**src/rtl/shift_issue_stage.sv**
```systemverilog
// Purpose : issue stage ahead of the barrel shifter; decodes shift ops, picks operand/count, drops illegal ops.
// Latency : 1 cycle from accepted instruction to out_valid.
// Backpres: 2-entry main/skid buffer; in_ready is a flop (!skid full), no comb path from out_ready/in_valid.
module shift_issue_stage #(
    parameter int N  = 16,
    parameter int C  = 4,
    parameter int CW = 8
) (
    input  logic          clk,
    input  logic          rst,
    input  logic          in_valid,
    output logic          in_ready,
    input  logic [4:0]    opcode,
    input  logic [1:0]    funct,
    input  logic [4:0]    imm,
    input  logic [N-1:0]  rs_data,
    input  logic [N-1:0]  rt_data,
    input  logic [2:0]    dst,
    input  logic          flush,
    output logic          out_valid,
    input  logic          out_ready,
    output logic [N-1:0]  sh_in,
    output logic [C-1:0]  sh_cnt,
    output logic [1:0]    sh_op,
    output logic [2:0]    sh_dst,
    output logic [CW-1:0] illegal_cnt
);

    // One buffered instruction as the shifter sees it.
    typedef struct packed {
        logic [N-1:0] dat;
        logic [C-1:0] cnt;
        logic [1:0]   op;
        logic [2:0]   dst;
    } entry_t;

    // Buffer occupancy: nothing, main only, main plus skid.
    typedef enum logic [1:0] {
        ST_EMPTY = 2'b00,
        ST_MAIN  = 2'b01,
        ST_FULL  = 2'b10
    } occ_e;

    localparam logic [4:0] OPC_ROLI = 5'b10100;
    localparam logic [4:0] OPC_SLLI = 5'b10101;
    localparam logic [4:0] OPC_RORI = 5'b10110;
    localparam logic [4:0] OPC_SRLI = 5'b10111;
    localparam logic [4:0] OPC_RFMT = 5'b11010;

    occ_e    state;
    occ_e    state_nxt;
    entry_t  main_dat;
    entry_t  skid_dat;
    entry_t  dec_dat;
    logic    dec_legal;

    logic    main_vld;
    logic    skid_vld;
    logic    acc_vld;
    logic    push_vld;
    logic    pop_vld;
    logic    ill_vld;

    logic    load_main_dec;
    logic    load_main_skid;
    logic    load_skid_dec;

    // imm[4] and the upper rt_data bits never feed the count.
    logic    unused_bits;
    assign unused_bits = ^{imm[4:C], rt_data[N-1:C]};

    // Decode opcode/funct into shifter op and count source; flag anything else as illegal.
    always_comb begin
        dec_legal   = 1'b1;
        dec_dat.dat = rs_data;
        dec_dat.cnt = imm[C-1:0];
        dec_dat.op  = 2'b00;
        dec_dat.dst = dst;
        case (opcode)
            OPC_ROLI: dec_dat.op = 2'b00;
            OPC_SLLI: dec_dat.op = 2'b01;
            OPC_RORI: dec_dat.op = 2'b10;
            OPC_SRLI: dec_dat.op = 2'b11;
            OPC_RFMT: begin
                dec_dat.op  = funct;
                dec_dat.cnt = rt_data[C-1:0];
            end
            default:  dec_legal = 1'b0;
        endcase
    end

    assign main_vld = (state != ST_EMPTY);
    assign skid_vld = (state == ST_FULL);

    // in_ready is derived purely from registered occupancy.
    assign in_ready = !skid_vld;

    assign acc_vld  = in_valid && in_ready;
    // A flush swallows whatever is accepted in the same cycle.
    assign push_vld = acc_vld && dec_legal && !flush;
    // Illegal ops are counted even when a flush drops everything else.
    assign ill_vld  = acc_vld && !dec_legal;
    assign pop_vld  = main_vld && out_ready;

    // Next occupancy and which storage slot loads from where.
    always_comb begin
        state_nxt      = state;
        load_main_dec  = 1'b0;
        load_main_skid = 1'b0;
        load_skid_dec  = 1'b0;
        if (flush) begin
            state_nxt = ST_EMPTY;
        end else begin
            case (state)
                ST_EMPTY: begin
                    if (push_vld) begin
                        state_nxt     = ST_MAIN;
                        load_main_dec = 1'b1;
                    end
                end
                ST_MAIN: begin
                    if (pop_vld && push_vld) begin
                        load_main_dec = 1'b1;
                    end else if (push_vld) begin
                        state_nxt     = ST_FULL;
                        load_skid_dec = 1'b1;
                    end else if (pop_vld) begin
                        state_nxt = ST_EMPTY;
                    end
                end
                ST_FULL: begin
                    // in_ready is low here, so only a pop can happen.
                    if (pop_vld) begin
                        state_nxt      = ST_MAIN;
                        load_main_skid = 1'b1;
                    end
                end
                default: state_nxt = ST_EMPTY;
            endcase
        end
    end

    // Occupancy and entry storage; reset clears data so sh_* read as zero.
    always_ff @(posedge clk) begin
        if (rst) begin
            state    <= ST_EMPTY;
            main_dat <= '0;
            skid_dat <= '0;
        end else begin
            state <= state_nxt;
            if (load_main_dec) begin
                main_dat <= dec_dat;
            end else if (load_main_skid) begin
                main_dat <= skid_dat;
            end
            if (load_skid_dec) begin
                skid_dat <= dec_dat;
            end
        end
    end

    // Saturating count of dropped non-shift instructions; survives flush.
    always_ff @(posedge clk) begin
        if (rst) begin
            illegal_cnt <= '0;
        end else if (ill_vld && (illegal_cnt != {CW{1'b1}})) begin
            illegal_cnt <= illegal_cnt + 1'b1;
        end
    end

    assign out_valid = main_vld;
    assign sh_in     = main_dat.dat;
    assign sh_cnt    = main_dat.cnt;
    assign sh_op     = main_dat.op;
    assign sh_dst    = main_dat.dst;

endmodule

```
**config.mk**
```make
export PLATFORM = sky130hd
export DESIGN_NAME = shift_issue_stage
export DESIGN_NICKNAME = d
export VERILOG_FILES = /design/src/rtl/shift_issue_stage.sv
export SDC_FILE = /design/constraint.sdc
export NUM_CORES = 1
export LEC_CHECK = 0
export ABC_AREA = 1
export CAP_MARGIN = 20
export CORE_ASPECT_RATIO = 0.9
export CORE_UTILIZATION = 41
export DETAILED_ROUTE_END_ITERATION = 10
export GPL_ROUTABILITY_DRIVEN = 0
export PLACE_DENSITY = 0.85
export SLEW_MARGIN = 20
export SYNTH_ARGS = -nofsm -noshare
export SYNTH_HDL_FRONTEND = slang
export SYNTH_SLANG_ARGS = --single-unit
export TNS_END_PERCENT = 50
```
**constraint.sdc**
```tcl
create_clock -name clk -period 1.4 [get_ports clk]
set_input_delay 0.28 -clock clk [delete_from_list [all_inputs] [get_ports clk]]
set_output_delay 0.28 -clock clk [all_outputs]
set_load 0.02 [all_outputs]
```
After elaboration in Yosys (flattened, before gate mapping)

Cells that the tools add are included.

Output and inout bits: 35
Word-level logic and storage cells: 60
Register bits: 60

Eq/ne operators: 12
Mux-type cells: 21
Reductions and logical operators: 16
Add/subtract/negate cells: 1

Operators with widths:

| cell                  | count |
|---|---|
| $mux W25              | 2 |
| $eq A5 B5 Y1 const B  | 5 |
| $mux W1               | 10 |
| $mux W2               | 5 |
| $add A8 B1 Y8 const B | 1 |
| $ne A8 B8 Y1 const B  | 1 |
| $pmux W2 S4           | 1 |
| $logic_and A1 B1 Y1   | 7 |
| $pmux W2 S3           | 1 |
| $reduce_or A5 Y1      | 1 |
| $mux W4               | 1 |
| $ne A2 B2 Y1 const B  | 2 |
| $reduce_and A4 Y1     | 1 |
| $reduce_bool A2 Y1    | 2 |
| $logic_not A1 Y1      | 3 |
| $ne A3 B3 Y1 const B  | 1 |
| $eq A2 B1 Y1 const B  | 1 |
| $eq A2 B2 Y1 const B  | 1 |
| $logic_not A2 Y1      | 1 |
| $ne A2 B1 Y1 const B  | 1 |
| $pmux W1 S2           | 1 |
| $reduce_or A2 Y1      | 1 |

Longest topological paths before layout

Depth after elaboration: 10
Gate-level depth with buffers: 10
Mapped depth without buffers: 9

Least setup slack after synthesis

OpenSTA, ideal clock, no wires.

Kind: flip-flop to flip-flop
From: register illegal_cnt[1]
To: register illegal_cnt[6]
Setup slack: -0.153 ns
Setup time: 0.118 ns
Arrival time: 1.435 ns
Clock period less this slack: 1.553 ns
Buffers on the path: 1
Stages on the path, launching flop included: 10
Cell sequence: dfxtp_1 -> ha_1 -> nand2_1 -> nor3_1 -> nand3_1 -> nand3_1 -> buf_2 -> o21ai_0 -> nand2_1 -> nor2_1

Cells in the longest elaborated chain, start to end: 2
Elaborated cells between the ends (all ways): 3
Those cells by class: add/sub (1); eq/ne (1); reduce/logical (1)

Ends and longest elaborated chain:

| element                                                               | line | source |
|---|---|---|
| start: declaration                                                    | 26   | `output logic [CW-1:0] illegal_cnt` |
| start signal: assignment                                              | 167  | `illegal_cnt <= illegal_cnt + 1'b1;` |
| parallel branches: the longest is 2 deep, another holds $add A8 B1 Y8 | -    |  |

Several ways; the timed one is not identified.
A chain may end at the register's enable or synchronous reset.

Worst setup path in the final report

From: register state[0]
To: register main_dat (netlist bit sh_cnt[2])

Cells in the longest elaborated chain, start to end: 10
Elaborated cells between the ends (all ways): 19
Those cells by class: eq/ne (2); mux (8); reduce/logical (9)

Ends and longest elaborated chain:

| element                                               | line    | source |
|---|---|---|
| start: declaration                                    | 50      | `occ_e state;` |
| start signal: assignment                              | 150     | `state <= state_nxt;` |
| $eq A2 B2 Y1                                          | 93, 114 |  |
| $logic_not A1 Y1                                      | 96      | `assign in_ready = !skid_vld;` |
| $logic_and A1 B1 Y1                                   | 98      | `assign acc_vld = in_valid && in_ready;` |
| $logic_and A1 B1 Y1 (2 in a row)                      | 100     | `assign push_vld = acc_vld && dec_legal && !flush;` |
| $logic_and A1 B1 Y1                                   | 122     | `if (pop_vld && push_vld) begin` |
| $mux W1                                               | 122     |  |
| $pmux W1 S2                                           | 114     | `case (state)` |
| $mux W1                                               | 111     | `if (flush) begin` |
| $mux W25 / $reduce_bool A2 Y1 (equally long branches) | -       |  |
| end signal: assignment                                | 152     | `main_dat <= dec_dat;` |
| end signal: assignment                                | 154     | `main_dat <= skid_dat;` |
| end: declaration                                      | 52      | `entry_t main_dat;` |

Several ways; a longest one is shown, not always the timed one.

==> metrics.md <==
| Metric | Value |
|---|---|
| Outcome | finished, violations left |
| Failing checks | negative setup slack |
| Worst r2r src | state[0]$_SDFFE_PP0P_ |
| Initial DRC count | 465 |
| Post-synth cell types | 28 |
| Final global-route overflow total | 0 |
| Ys Warns | 0 |
| Fin crit period | 1.74 ns |
| Buf/Inv on CP | 4 |
| Area occupied by multi-input gates | between 2000 and 2500 sq um |
| Post-synthesis async set-or-reset flop share | 0% |
| Cell repeated most along the worst path | nand2_4 |
| Crit path DAT | roughly 2 ns |
| Max-cap viol count | 0 |
| Post-synth top flop | dfxtp_1 |
| CP endpoint kind | register |
| Root Buffer | clkbuf_8 |
| Setup crit start | state[0]$_SDFFE_PP0P_ |
| Slew @ Worst Pin | 0.367 ns |
| RSZ-0062 raised after global routing | yes |
| Crit path max-delay family | simple AND/OR/NAND/NOR gates |
| DRC viols | 0 |
| Flop2flop setup slack | -0.34 ns |
| Share of layout cells above drive strength 1 | 38.4% |
| Initial DRT Pass Iterations | 5 |
| Reg2reg end | sh_cnt[2]$_SDFFE_PP0P_ |
| Layout Skew | 0.00934 ns |
| # diodes | 0 |
| Drt via density | 6.17 |
| Worst VDD drop | 542 uV |
| Fin crit share | 124% |
| Slew Viols, Final | 0 |
| GRT Util Overall | 32.2% |
| Dpl hpwl | between 5000 and 6000 um |
| Worst-path fanout max | 12 |
| Setup TNS Final | -13.84 ns |
| Post-Synthesis Cells | 431 |
| Die H | between 80 and 90 um |
| Routed WL | 13800 um |
| Row count | 28 |
| Post-synthesis compound-gate area fraction | 12.1% |
| CTS clk-pin slew, worst paths | 0.07 ns |
| Critical Path RT | ~1.7 ns |
| Post-Synth XOR/XNOR Area | 1.49% |
| Total number of vias | between 4000 and 5000 |
| Final hold violation count | 0 |
| Lkg Pwr | 0.00251 uW |
| Synth top area share | 40.9% |
| Synthesized area per cell | 6.81 sq um |
| Reg2reg path depth | 11 |
| Worst Hold Launch | rst |
| Clk sinks | 60 |
| Hold Crit Class | in2reg |
| Largest area contributor in the netlist | dfxtp_1 |
| H-tree depth | 3 |
| Syn_nets | 484 |
| Hold Path Stages | 2 |
| Largest family of logic cells by synthesized area | simple AND/OR/NAND/NOR gates |
| Multiplexer share of the synthesized area | 0% |
| Routed length per placed instance | between 20 and 25 um |
| Vias in the first global route | 3637 |
| Antenna violations before repair | 0 |
| Clock buffer depth | 2 |
| Max Freq | around 570 MHz |
| Die X | 91.2 um |
| Critical Path Source Type | register |
| Core area | 6760 sq um |
| Pre-CTS WS | -0.663 ns |
| Ports | 87 |
| Final Setup Violations | 58 |
| Crit path kind | reg2reg |
| Worst hold margin | around 0.33 ns |
| Synthesis-to-layout area growth | 82.1% |
| Post-synth EDFFs | 0 |
| CTS tree | done |
| Pwr dens | 701 nW/um^2 |
| Starting Density | between 40% and 50% |
| Storage element area | 1210 sq um |
| Worst setup margin | -0.343 ns |
| CTS Buf Count | 9 |
| CP max stage cell | dfxtp_2 |
| Core Util, Final | about four fifths |
| Crit path cell chain | inv_2 > nand2_4 > nand2_4 > nor2_4 > buf_6 > nand3_4 > buf_12 > buf_16 > nand3_2 > nand2_1 > a21oi_1 |
| Hold Path Sink | skid_dat[17]$_SDFFE_PP0P_ |
| Synthesis-stage register bit count | 60 |
| Seq/Total Area, Yosys | approximately two fifths |
| Synthesized cell area | 2940 sq um |
| Clock Latency Late Sink | 0.36 ns |
| Die footprint | 7500 sq um |
| First-pass GRT wire length | 18500 um |
| Area contributors post-synth | dfxtp_1, nand2_1, a21oi_1, nor2_1, nand4_1 |
| Slew margin rel. | 75.4% |
| Synth Area in Adders | 0.426% |
| Post-DRT Antenna Nets | 0 |
| Final nets | slightly above 600 |
| Hold Buf Count CTS | 0 |
| Largest net degree at the start of global routing | 31 |
| Max incr delay on CP | 0.35 ns |
| IO buf count | 73 |
| Post-Synth Simple-Gate Area | 36.4% |
| Fill cells | 398 |
[synthesized netlist by cell type (3+ instances only)]
library cell	count
dfxtp_1	60
buf_2	12
o21ai_0	5
nand4_1	27
nand2_1	101
or2_2	4
a21oi_1	59
inv_1	31
inv_2	3
xor2_1	3
nand3_1	31
nor2_1	60
nor3_1	4
clkbuf_1	12
[stage by stage]
stage | area, sq um | total power (uW) | std cells
after floorplan | 2970 | 1970 | 431
after global placement | 3940 | 2190 | 593
after detailed placement | 3940 | 2200 | 593
after CTS | 5000 | 3620 | 648
after global routing | 5350 | 3850 | 650
final | 5350 | 3750 | 650
[placed cells by master, fill, tap and decap left out, types with 19 or more instances in the layout]
| cell type | n |
|---|---|
| nand2_2 | 23 |
| clkdlybuf4s50_1 | 30 |
| nor2_1 | 34 |
| buf_4 | 24 |
| nand4_1 | 27 |
| dfxtp_1 | 56 |
| nand2_1 | 73 |
| inv_1 | 29 |
| a21oi_1 | 29 |
| nor2_4 | 19 |
| a21oi_2 | 30 |
| dlygate4sd2_1 | 37 |
[report_power, final]
group / internal (uW) / switching (uW)
combinational: 233 / 278
clock: 762 / 720
sequential: 1730 / 20.1
[worst max-delay path by stage]
stage / cells past startpoint / end
detailed placement: 8 / skid_dat[5]$_SDFFE_PP0P_
floorplan: 10 / sh_op[1]$_SDFFE_PP0P_
CTS: 12 / state[0]$_SDFFE_PP0P_
global route: 11 / sh_cnt[3]$_SDFFE_PP0P_
finish: 11 / sh_cnt[2]$_SDFFE_PP0P_
global placement: 8 / skid_dat[5]$_SDFFE_PP0P_
[repair_timing]
action,in CTS,in global routing
endpoints found under the hold margin,0,0
endpoints found under the setup margin,94,64
gates resized for setup,138,97
gates cloned,16,5
buffers inserted,25,2
pin swaps,40,33
[cell families after synthesis]
group	after synthesis
simple gates	235
compound gates	68
buf+inv	62
flops	60
xor+xnor	5
fa+ha+maj	1
[sequential cells by signal (all words and copies together) (netlist names)]
name and cells:
illegal_cnt 8, state 2, sh_op 2, skid_dat 25, sh_in 16, sh_dst 3, sh_cnt 4
[worst reg2reg max path, cell delays in order, from the launching register on]
cell and delay, ns:
dfxtp_2 0.35, inv_2 0.06, nand2_4 0.07, nand2_4 0.06, nor2_4 0.16, buf_6 0.13, nand3_4 0.11, buf_12 0.20
buf_16 0.17, nand3_2 0.08, nand2_1 0.08, a21oi_1 0.19
[final cells by class]
| class | count | area share, % |
|---|---|---|
| clock buffer | 12 | 3.09 |
| clock inverter | 2 | 0.187 |
| inverter | 34 | 2.39 |
| multi-input combinational | 312 | 38.6 |
| sequential | 60 | 22.6 |
| tap | 90 | 2.11 |
| timing repair buffer | 140 | 31.0 |
[layer usage]
layer | GRT usage, % | share of wire, % | vias to the layer above
met4 | 18.9 | 7.3 | 0
met3 | 8.61 | 11 | 127
li1 | - | - | 1673
met2 | 55.2 | 46 | 357
met1 | 36.9 | 36 | 1854
met5 | 0 | 0 | -
Power figures use the tool's default switching activity.
